[config.mk]
export PLATFORM = sky130hd
export DESIGN_NAME = ads_conv_ctrl_flat
export DESIGN_NICKNAME = d
export VERILOG_FILES = /design/src/rtl/ads_pkg.sv /design/src/rtl/ads_conv_ctrl_if.sv /design/src/rtl/ads_sync_2ff.sv /design/src/rtl/ads_conv_ctrl.sv /design/src/flat_wrapper.sv
export SDC_FILE = /design/constraint.sdc
export NUM_CORES = 1
export LEC_CHECK = 0
export ABC_AREA = 1
export CORE_ASPECT_RATIO = 1.25
export CORE_UTILIZATION = 59
export CTS_BUF_LIST = sky130_fd_sc_hd__clkbuf_4 sky130_fd_sc_hd__clkbuf_8
export CTS_CLUSTER_DIAMETER = 80
export DETAILED_ROUTE_END_ITERATION = 12
export PLACE_DENSITY = 0.85
export SLEW_MARGIN = 10
export SYNTH_ARGS = -nofsm -noshare
export SYNTH_HDL_FRONTEND = slang
export SYNTH_SLANG_ARGS = --single-unit
[constraint.sdc]
create_clock -name sys_clk -period 2.2 [get_ports sys_clk]
set_input_delay 0.44 -clock sys_clk [delete_from_list [all_inputs] [get_ports sys_clk]]
set_output_delay 0.44 -clock sys_clk [all_outputs]
set_load 0.005 [all_outputs]
[src/rtl/ads_pkg.sv]
// Shared definitions for the ADS conversion controller.
//   - Default values for the controller parameters.
//   - FSM state encoding.
//   - Counter width helper.
package ads_pkg;

    localparam int unsigned AdsDataW   = 16;
    localparam int unsigned AdsSclkHalf = 2;
    localparam int unsigned AdsConvstW = 4;
    localparam int unsigned AdsTmoCyc  = 1024;

    typedef enum logic [2:0] {
        StIdle,
        StConv,
        StWaitDrdy,
        StShift,
        StDone
    } ads_state_e;

    // Bits needed to hold any value 0..max_val (at least one bit).
    function automatic int unsigned ads_cnt_w(input int unsigned max_val);
        int unsigned w;
        w = 1;
        if (max_val >= 2) begin
            w = $clog2(max_val + 1);
        end
        return w;
    endfunction

endpackage

[src/rtl/ads_conv_ctrl_if.sv]
// Pin-level bus between the conversion controller and the ADS converter.
//   ads_convst  controller -> converter  conversion start pulse
//   ads_cs_n    controller -> converter  chip select, active low
//   ads_sclk    controller -> converter  serial clock, idle low
//   ads_drdy_n  converter -> controller  data ready, active low, asynchronous
//   ads_dout    converter -> controller  serial data, MSB first
// master: controller side, slave: converter side.
interface ads_conv_ctrl_if;

    logic ads_convst;
    logic ads_cs_n;
    logic ads_sclk;
    logic ads_drdy_n;
    logic ads_dout;

    modport master (
        output ads_convst,
        output ads_cs_n,
        output ads_sclk,
        input  ads_drdy_n,
        input  ads_dout
    );

    modport slave (
        input  ads_convst,
        input  ads_cs_n,
        input  ads_sclk,
        output ads_drdy_n,
        output ads_dout
    );

endinterface

[src/rtl/ads_sync_2ff.sv]
// Generic two-flop synchroniser for signals asynchronous to clk_i.
//   clk_i   destination clock
//   rst_ni  asynchronous active-low reset, both flops load ResetVal
//   d_i     asynchronous input
//   q_o     synchronised output, two cycles of latency
module ads_sync_2ff #(
    parameter int unsigned      Width    = 1,
    parameter logic [Width-1:0] ResetVal = '0
) (
    input  logic             clk_i,
    input  logic             rst_ni,
    input  logic [Width-1:0] d_i,
    output logic [Width-1:0] q_o
);

    logic [Width-1:0] meta_q;
    logic [Width-1:0] sync_q;

    always_ff @(posedge clk_i or negedge rst_ni) begin
        if (!rst_ni) begin
            meta_q <= ResetVal;
            sync_q <= ResetVal;
        end else begin
            meta_q <= d_i;
            sync_q <= meta_q;
        end
    end

    assign q_o = sync_q;

endmodule

[src/rtl/ads_conv_ctrl.sv]
// Conversion and serial-readout controller for the ADS converter.
// On start_i it pulses CONVST, waits for DRDY (with timeout), clocks one
// DATA_W-bit sample in MSB-first over SCLK/DOUT and strobes it downstream.
//   sys_clk       ADS-domain clock, rising edge
//   sys_rst_n     asynchronous active-low reset
//   start_i       conversion request, level, sampled only while idle
//   ads           converter pin bus (master side)
//   sample_data   last completed sample
//   sample_valid  one-cycle strobe, sample_data is new
//   busy_o        high whenever the FSM is not idle
//   tmo_err       one-cycle strobe, DRDY did not arrive in time
module ads_conv_ctrl
    import ads_pkg::*;
#(
    parameter int unsigned DATA_W    = AdsDataW,
    parameter int unsigned SCLK_HALF = AdsSclkHalf,
    parameter int unsigned CONVST_W  = AdsConvstW,
    parameter int unsigned TMO_CYC   = AdsTmoCyc
) (
    input  logic               sys_clk,
    input  logic               sys_rst_n,
    input  logic               start_i,
    ads_conv_ctrl_if.master    ads,
    output logic [DATA_W-1:0]  sample_data,
    output logic               sample_valid,
    output logic               busy_o,
    output logic               tmo_err
);

    // One counter serves both the CONVST width and the DRDY timeout.
    localparam int unsigned CntW = ads_cnt_w((TMO_CYC > CONVST_W) ? TMO_CYC : CONVST_W);
    localparam int unsigned DivW = ads_cnt_w(SCLK_HALF);
    localparam int unsigned BitW = ads_cnt_w(DATA_W);

    localparam logic [CntW-1:0] ConvstLast = CntW'(CONVST_W - 1);
    localparam logic [CntW-1:0] TmoLast    = CntW'(TMO_CYC - 1);
    localparam logic [DivW-1:0] DivLast    = DivW'(SCLK_HALF - 1);
    localparam logic [BitW-1:0] BitsAll    = BitW'(DATA_W);

    ads_state_e        state_q;
    logic [CntW-1:0]   cnt_q;
    logic [DivW-1:0]   div_q;
    logic [BitW-1:0]   bit_q;
    logic [DATA_W-1:0] shift_q;
    logic [DATA_W-1:0] data_q;
    logic              convst_q;
    logic              cs_n_q;
    logic              sclk_q;
    logic              valid_q;
    logic              busy_q;
    logic              tmo_q;

    logic drdy_n_sync;
    logic drdy_s;

    ads_sync_2ff #(
        .Width    (1),
        .ResetVal (1'b1)
    ) u_drdy_sync (
        .clk_i  (sys_clk),
        .rst_ni (sys_rst_n),
        .d_i    (ads.ads_drdy_n),
        .q_o    (drdy_n_sync)
    );

    assign drdy_s = ~drdy_n_sync;

    always_ff @(posedge sys_clk or negedge sys_rst_n) begin
        if (!sys_rst_n) begin
            state_q  <= StIdle;
            cnt_q    <= '0;
            div_q    <= '0;
            bit_q    <= '0;
            shift_q  <= '0;
            data_q   <= '0;
            convst_q <= 1'b0;
            cs_n_q   <= 1'b1;
            sclk_q   <= 1'b0;
            valid_q  <= 1'b0;
            busy_q   <= 1'b0;
            tmo_q    <= 1'b0;
        end else begin
            valid_q <= 1'b0;
            tmo_q   <= 1'b0;
            case (state_q)
                StIdle: begin
                    if (start_i) begin
                        state_q  <= StConv;
                        convst_q <= 1'b1;
                        busy_q   <= 1'b1;
                        cnt_q    <= '0;
                    end
                end
                StConv: begin
                    if (cnt_q == ConvstLast) begin
                        state_q  <= StWaitDrdy;
                        convst_q <= 1'b0;
                        cnt_q    <= '0;
                    end else begin
                        cnt_q <= cnt_q + CntW'(1);
                    end
                end
                StWaitDrdy: begin
                    // DRDY is checked first so it wins over a coincident timeout.
                    if (drdy_s) begin
                        state_q <= StShift;
                        cs_n_q  <= 1'b0;
                        sclk_q  <= 1'b0;
                        div_q   <= '0;
                        bit_q   <= '0;
                    end else if (cnt_q == TmoLast) begin
                        state_q <= StIdle;
                        busy_q  <= 1'b0;
                        tmo_q   <= 1'b1;
                        cnt_q   <= '0;
                    end else begin
                        cnt_q <= cnt_q + CntW'(1);
                    end
                end
                StShift: begin
                    if (div_q == DivLast) begin
                        div_q <= '0;
                        if (!sclk_q) begin
                            // Rising edge: sample DOUT as presented during the low phase.
                            sclk_q  <= 1'b1;
                            shift_q <= {shift_q[DATA_W-2:0], ads.ads_dout};
                            bit_q   <= bit_q + BitW'(1);
                        end else begin
                            sclk_q <= 1'b0;
                            // Finish only on the falling edge after the last bit.
                            if (bit_q == BitsAll) begin
                                state_q <= StDone;
                                cs_n_q  <= 1'b1;
                                data_q  <= shift_q;
                                valid_q <= 1'b1;
                            end
                        end
                    end else begin
                        div_q <= div_q + DivW'(1);
                    end
                end
                StDone: begin
                    state_q <= StIdle;
                    busy_q  <= 1'b0;
                end
                default: begin
                    state_q <= StIdle;
                end
            endcase
        end
    end

    assign ads.ads_convst = convst_q;
    assign ads.ads_cs_n   = cs_n_q;
    assign ads.ads_sclk   = sclk_q;
    assign sample_data    = data_q;
    assign sample_valid   = valid_q;
    assign busy_o         = busy_q;
    assign tmo_err        = tmo_q;

endmodule

[src/flat_wrapper.sv]
// flat-port wrapper written by rule: the top's interface ports become plain ports
module ads_conv_ctrl_flat import ads_pkg::*;
#(
    parameter int unsigned DATA_W    = AdsDataW,
    parameter int unsigned SCLK_HALF = AdsSclkHalf,
    parameter int unsigned CONVST_W  = AdsConvstW,
    parameter int unsigned TMO_CYC   = AdsTmoCyc
)
  (sys_clk, sys_rst_n, start_i, sample_data, sample_valid, busy_o, tmo_err, ads_ads_convst, ads_ads_cs_n, ads_ads_sclk, ads_ads_drdy_n, ads_ads_dout);
  ads_conv_ctrl_if ads_i ();
  input  logic sys_clk;
  input  logic sys_rst_n;
  input  logic start_i;
  output logic [DATA_W-1:0] sample_data;
  output logic sample_valid;
  output logic busy_o;
  output logic tmo_err;
  output wire logic [$bits(ads_i.ads_convst)-1:0] ads_ads_convst;
  output wire logic [$bits(ads_i.ads_cs_n)-1:0] ads_ads_cs_n;
  output wire logic [$bits(ads_i.ads_sclk)-1:0] ads_ads_sclk;
  input wire logic [$bits(ads_i.ads_drdy_n)-1:0] ads_ads_drdy_n;
  input wire logic [$bits(ads_i.ads_dout)-1:0] ads_ads_dout;
  assign ads_ads_convst = ads_i.ads_convst;
  assign ads_ads_cs_n = ads_i.ads_cs_n;
  assign ads_ads_sclk = ads_i.ads_sclk;
  assign ads_i.ads_drdy_n = ads_ads_drdy_n;
  assign ads_i.ads_dout = ads_ads_dout;
  ads_conv_ctrl #(.DATA_W(DATA_W), .SCLK_HALF(SCLK_HALF), .CONVST_W(CONVST_W), .TMO_CYC(TMO_CYC)) u_core (.sys_clk(sys_clk), .sys_rst_n(sys_rst_n), .start_i(start_i), .ads(ads_i), .sample_data(sample_data), .sample_valid(sample_valid), .busy_o(busy_o), .tmo_err(tmo_err));
endmodule
# Word-level counts from Yosys, hierarchy flattened
# Cells that the tools add are included.
[word_totals]
rom_bits = 0
register_bits = 61
latch_bits = 0
mem_bits_rw = 0
mem_count = 0
[op_classes]
n_reduce_logical = 15
n_eq_ne = 18
shift = 0
mux = 41
div = 0
add_sub_neg = 3
multipliers = 0
order_cmp = 0
bitwise_logic = 1
[ops]
columns = ["op", "n"]
rows = [
  ["2-to-1 mux 11 bit", 4],
  ["case mux 11 bit (3 select lines)", 1],
  ["2-to-1 mux 3 bit", 7],
  ["2-to-1 mux 1 bit", 17],
  ["2-to-1 mux 5 bit", 3],
  ["case mux 3 bit (4 select lines)", 1],
  ["AND reduction 3 bit", 4],
  ["AND reduction 4 bit", 3],
  ["adder 11 x 1 -> 11 bit, second input constant", 1],
  ["equality test 11 x 10 -> 1 bit, second input constant", 1],
  ["equality test 11 x 2 -> 1 bit, second input constant", 1],
  ["inequality test 2 x 1 -> 1 bit, second input constant", 5],
  ["case mux 5 bit (2 select lines)", 1],
  ["inequality test 2 bit, second input constant", 4],
  ["equality test 3 x 2 -> 1 bit, second input constant", 2],
  ["case mux 1 bit (2 select lines)", 3],
  ["AND reduction 6 bit", 1],
  ["nonzero test 3 bit", 2],
  ["adder 5 x 1 -> 5 bit, second input constant", 1],
  ["equality test 5 bit, second input constant", 1],
  ["AND reduction 5 bit", 1],
  ["2-to-1 mux 2 bit", 2],
  ["case mux 2 bit (2 select lines)", 1],
  ["nonzero test 2 bit", 2],
  ["9 further kinds", 9],
]

# Depth between registers and ports, before layout
[logic_depth]
ltp_word = 5
mapped_depth = 10
depth_no_buf = 9

# Hierarchy
# A second synthesis with hierarchy kept.
[unflattened]
hier_cells = 313
hier_area_um2 = 2800.2
[modules_own_cells]
columns = ["module", "cells_each", "seq_area_each_um2", "instances", "area_per_inst_um2"]
rows = [
  ["ads_conv_ctrl", 311, 1477.7, 1, 2747.6],
  ["ads_sync_2ff", 2, 52.6, 1, 52.6],
]

# Least setup slack after synthesis
# No wires, ideal clock.
[synth_timing]
kind = "register to register"
start = "register u_core.state_q[2]"
end = "register u_core.shift_q[10]"
required_time_ps = 2083
n_path_buf = 1
arrival_time_ps = 1464
period_less_slack_ps = 1580
stages_incl_launch_ff = 10
setup_slack_ps = 620
cell_sequence = "dfrtp_1 nor2_1 nand3_2 nand2_2 nand2_2 a21oi_4 nand2_4 buf_6 nand2_1 nand2_1"
[synth_between]
elab_chain_len = 2
[synth_lines]
columns = ["element", "line_no", "text"]
rows = [
  ["start, declared", "ads_conv_ctrl.sv:40", "ads_state_e state_q;"],
  ["start signal, assigned", "ads_conv_ctrl.sv:70", "state_q <= StIdle;"],
  ["start signal, assigned", "ads_conv_ctrl.sv:88", "state_q <= StConv;"],
  ["start signal, assigned", "ads_conv_ctrl.sv:96", "state_q <= StWaitDrdy;"],
  ["equality test 3 x 2 -> 1 bit", "ads_conv_ctrl.sv:85", "case (state_q)"],
  ["AND reduction 3 bit (no line)", "n/a", ""],
  ["end signal, assigned", "ads_conv_ctrl.sv:126", "shift_q <= {shift_q[DATA_W-2:0], ads.ads_dout};"],
  ["end, declared", "ads_conv_ctrl.sv:44", "logic [DATA_W-1:0] shift_q;"],
]
# Every way passes these cells.
# A chain may end at the register's enable or synchronous reset.

# Final worst setup path
[layout_timing]
start = "register u_core.state_q[1]"
end = "register u_core.shift_q[13]"
# Same word-level chain as after synthesis.

==> impl_metrics.yaml <==
yosys:
  syn_area_um2: 2920
  ys_seq_area_frac: 0.524
  ys_warn_count: 0
  synthCells: 369
  synth_area_per_cell_um2: 7.91
  synth_fp_nets: 377
  ys_seq_elements: 61
  synth_cell_types: 28
floorplan:
  core_area_um2: 4730
  boundaryPins: 27
  start_util: 0.617
  die_h_um: 80.6
  fp-row-count: 28
  fp.dieW_um: 64.9
  die-area_um2: 5230
routing:
  ant_nets: 0
  drt-total-wl_mm: 6.22
  viasPerCell: 5.24
  num_vias: 2458
  wl_per_cell_um: 13.3
  drt-initial-drc-count: 252
  dr.pass1.iters: 4
  drc: 0
clock_tree:
  numCtsBuffers: 9
  cts.reportedPaths.clkPinSlew_ns: 0.06
  worstSkewPairLatency_ns: 0.32
  cts_buffer_depth: 2
  post-cts-setup-buffers: 0
  cts.sinks: 61
  cts_resized: 0
  cts_hold_buf: 0
  cts_tree: "done"
  htreeDepth: 3
  clockRootBuffer: "clkbuf_8"
sta:
  finalSetupTns_ns: 0
  fmax_mhz: 522
  slew_viol_final: 0
  worst_slew_pin_slew_ns: 0.583
  fin_ws_ns: 0.283
  finalClockSkew_ns: 0.00615
  hold_viol_final: 0
  relSlewSlack: 0.611
  rsz0062_at_grt: "no"
  layout_worst_path_cycle_share: 0.871
  fin_crit_ns: 1.92
  finalSetupViolCount: 0
status:
  status: "finished clean"
global_routing:
  antenna_found_initial: 0
  grt_max_degree: 27
  grt_pass1_wl_mm: 10.8
  globalRoute.totalOverflow: 0
  grt_pass1_vias: 2482
  grt_usage: 0.274
worst_setup_path:
  path_buf_inv: 1
  slowest_delay_ns: 0.47
  worstSetupEndpointType: "flip-flop"
  worstPathCellList: "nand2_2, nor2_8, inv_2, nand2_2, nand2_2, a21oi_4, nand2_4, nand2_1, nand2_1"
  worst-setup-path-type: "reg2reg"
  worst_ep_arrival_time_ns: 2.13
  cp_max_fo: 26
  cp-start-kind: "flip-flop"
  crit_top_cell: "nand2_2"
  cp_data_required_time_ns: 2.41
  crit_path_start: "u_core.state_q[1]"
  crit_family: "simple AND/OR/NAND/NOR gates"
  crit_slowest_cell: "dfrtp_1"
  reg2reg_from: "u_core.state_q[1]"
placement:
  numPortBuffers: 26
  hpwl_mm: 4.46
  finalWeightedCongestion: 0.934
  post-place-ws_ns: 0.318
  post_dp_cell_area_um2: 3260
  dp_cells: 454
pwr:
  leakagePower_nw: 1.84
  power.density_nw_per_um2: 924
  ir_drop_v: 0.000629
  finalPower_mw: 3.18
finish:
  fillCellCount: 382
  finalNonFillerCells: 469
  syn_to_final_growth_pct: 18.0
  stdcell_area_um2: 3440
  post_route_cells_drive_above_1_share: 0.0880
  nNetsFinal: 413
  n_antenna_cell: 0
min_path:
  hold_path.class: "in2async"
flow_run:
  maxCapViolCount: 0
## state kept, by name, indices dropped and copies added (netlist names)
register,cells
u_core.sample_data,16
u_core.shift_q,16
u_core.cnt_q,11
u_core.bit_q,5
u_core.state_q,3
u_core.div_q,2
u_core.ads.ads_convst,1
u_core.ads.ads_cs_n,1
u_core.ads.ads_sclk,1
u_core.busy_o,1
u_core.sample_valid,1
u_core.tmo_err,1
u_core.u_drdy_sync.meta_q,1
u_core.u_drdy_sync.q_o,1
## placed cells by master (no fill, tap or decap), types with 2 or more instances in the layout
master,instances
nand2_1,156
a21oi_1,4
nand4_1,5
xor2_1,6
nor2_1,29
dfstp_2,3
ha_1,3
clkbuf_8,12
nand3_2,2
nand2_2,3
dfrtp_1,58
inv_1,26
clkdlybuf4s50_1,25
clkbuf_4,2
buf_4,8
nor3_1,4
o21ai_0,8
nand3_1,44
## cell type report
type	instances	area, µm²	share of cell area
clock buffer	14	180	0.0523
multi-input combinational	271	1230	0.358
clock inverter	1	5.00	0.00145
timing repair buffer	34	315	0.0916
inverter	28	105	0.0305
sequential	61	1530	0.445
tap	60	75.1	0.0218
## routing by layer
layer,vias to the layer above,global-route usage,share of wire
li1,1232,-,-
met1,1160,0.314,0.41
met2,58,0.497,0.54
met3,8,0.0526,0.038
met4,0,0.100,0.011
met5,-,0,0
## synthesized netlist by cell type
library cell | n | area [µm²]
nor2_1 | 29 | 109
buf_2 | 2 | 10.0
nand2_1 | 156 | 586
xor2_1 | 6 | 52.6
o21bai_1 | 1 | 7.51
and3_1 | 1 | 6.26
o21a_1 | 1 | 7.51
o21ai_0 | 8 | 40.0
buf_1 | 1 | 3.75
clkinv_1 | 1 | 3.75
nand3_2 | 2 | 20.0
a21oi_4 | 1 | 16.3
inv_1 | 26 | 97.6
clkbuf_1 | 3 | 11.3
buf_4 | 2 | 15.0
ha_1 | 3 | 37.5
nand4_1 | 5 | 31.3
nand2_2 | 3 | 18.8
nor2_8 | 1 | 20.0
nor3_1 | 4 | 20.0
dfrtp_1 | 58 | 1450
nand2_4 | 1 | 11.3
nand3_1 | 44 | 220
buf_6 | 1 | 11.3
dfstp_2 | 3 | 78.8
inv_2 | 1 | 3.75
o31ai_1 | 1 | 7.51
a21oi_1 | 4 | 20.0
## stage by stage
step            util  hold slack [ns]
3_3_place_gp   0.689            0.346
5_1_grt        0.728            0.162
3_5_place_dp   0.689            0.348
6_report       0.728            0.116
4_1_cts        0.728            0.112
2_1_floorplan      -            0.144
## cells by family (layout without fill, tap and decap cells)
logic type / after synthesis / in the layout / synth area share
adder cells (fa/ha/maj): 3 / 3 / 0.0129
AO/OA/AOI/OAI: 16 / 16 / 0.0339
AND/OR/NAND/NOR: 246 / 246 / 0.357
buffers and inverters: 37 / 77 / 0.0536
XOR/XNOR: 6 / 6 / 0.0180
flip-flops: 61 / 61 / 0.524
## path summary, 6_finish.rpt
kind / to / slack, ns / cells after the start
max: u_core.shift_q[13] / 0.28 / 9
min reg2reg: u_core.u_drdy_sync.q_o / 0.36 / 0
min in group sys_clk: u_core.u_drdy_sync.q_o / 0.36 / 0
min: u_core.state_q[1] / 0.12 / 1
max reg2reg: u_core.shift_q[13] / 0.28 / 9
max in group asynchronous: u_core.bit_q[3] / 1.38 / 2
## power by group
part | leakage (nW) | switching, mW | internal (mW) | total (mW)
registers | 0.824 | 0.117 | 1.23 | 1.35
clock network | 0.0994 | 0.386 | 0.519 | 0.904
logic | 0.916 | 0.627 | 0.302 | 0.929
total | 1.84 | 1.13 | 2.05 | 3.18
Note: power is estimated with default switching activity, not from simulation.
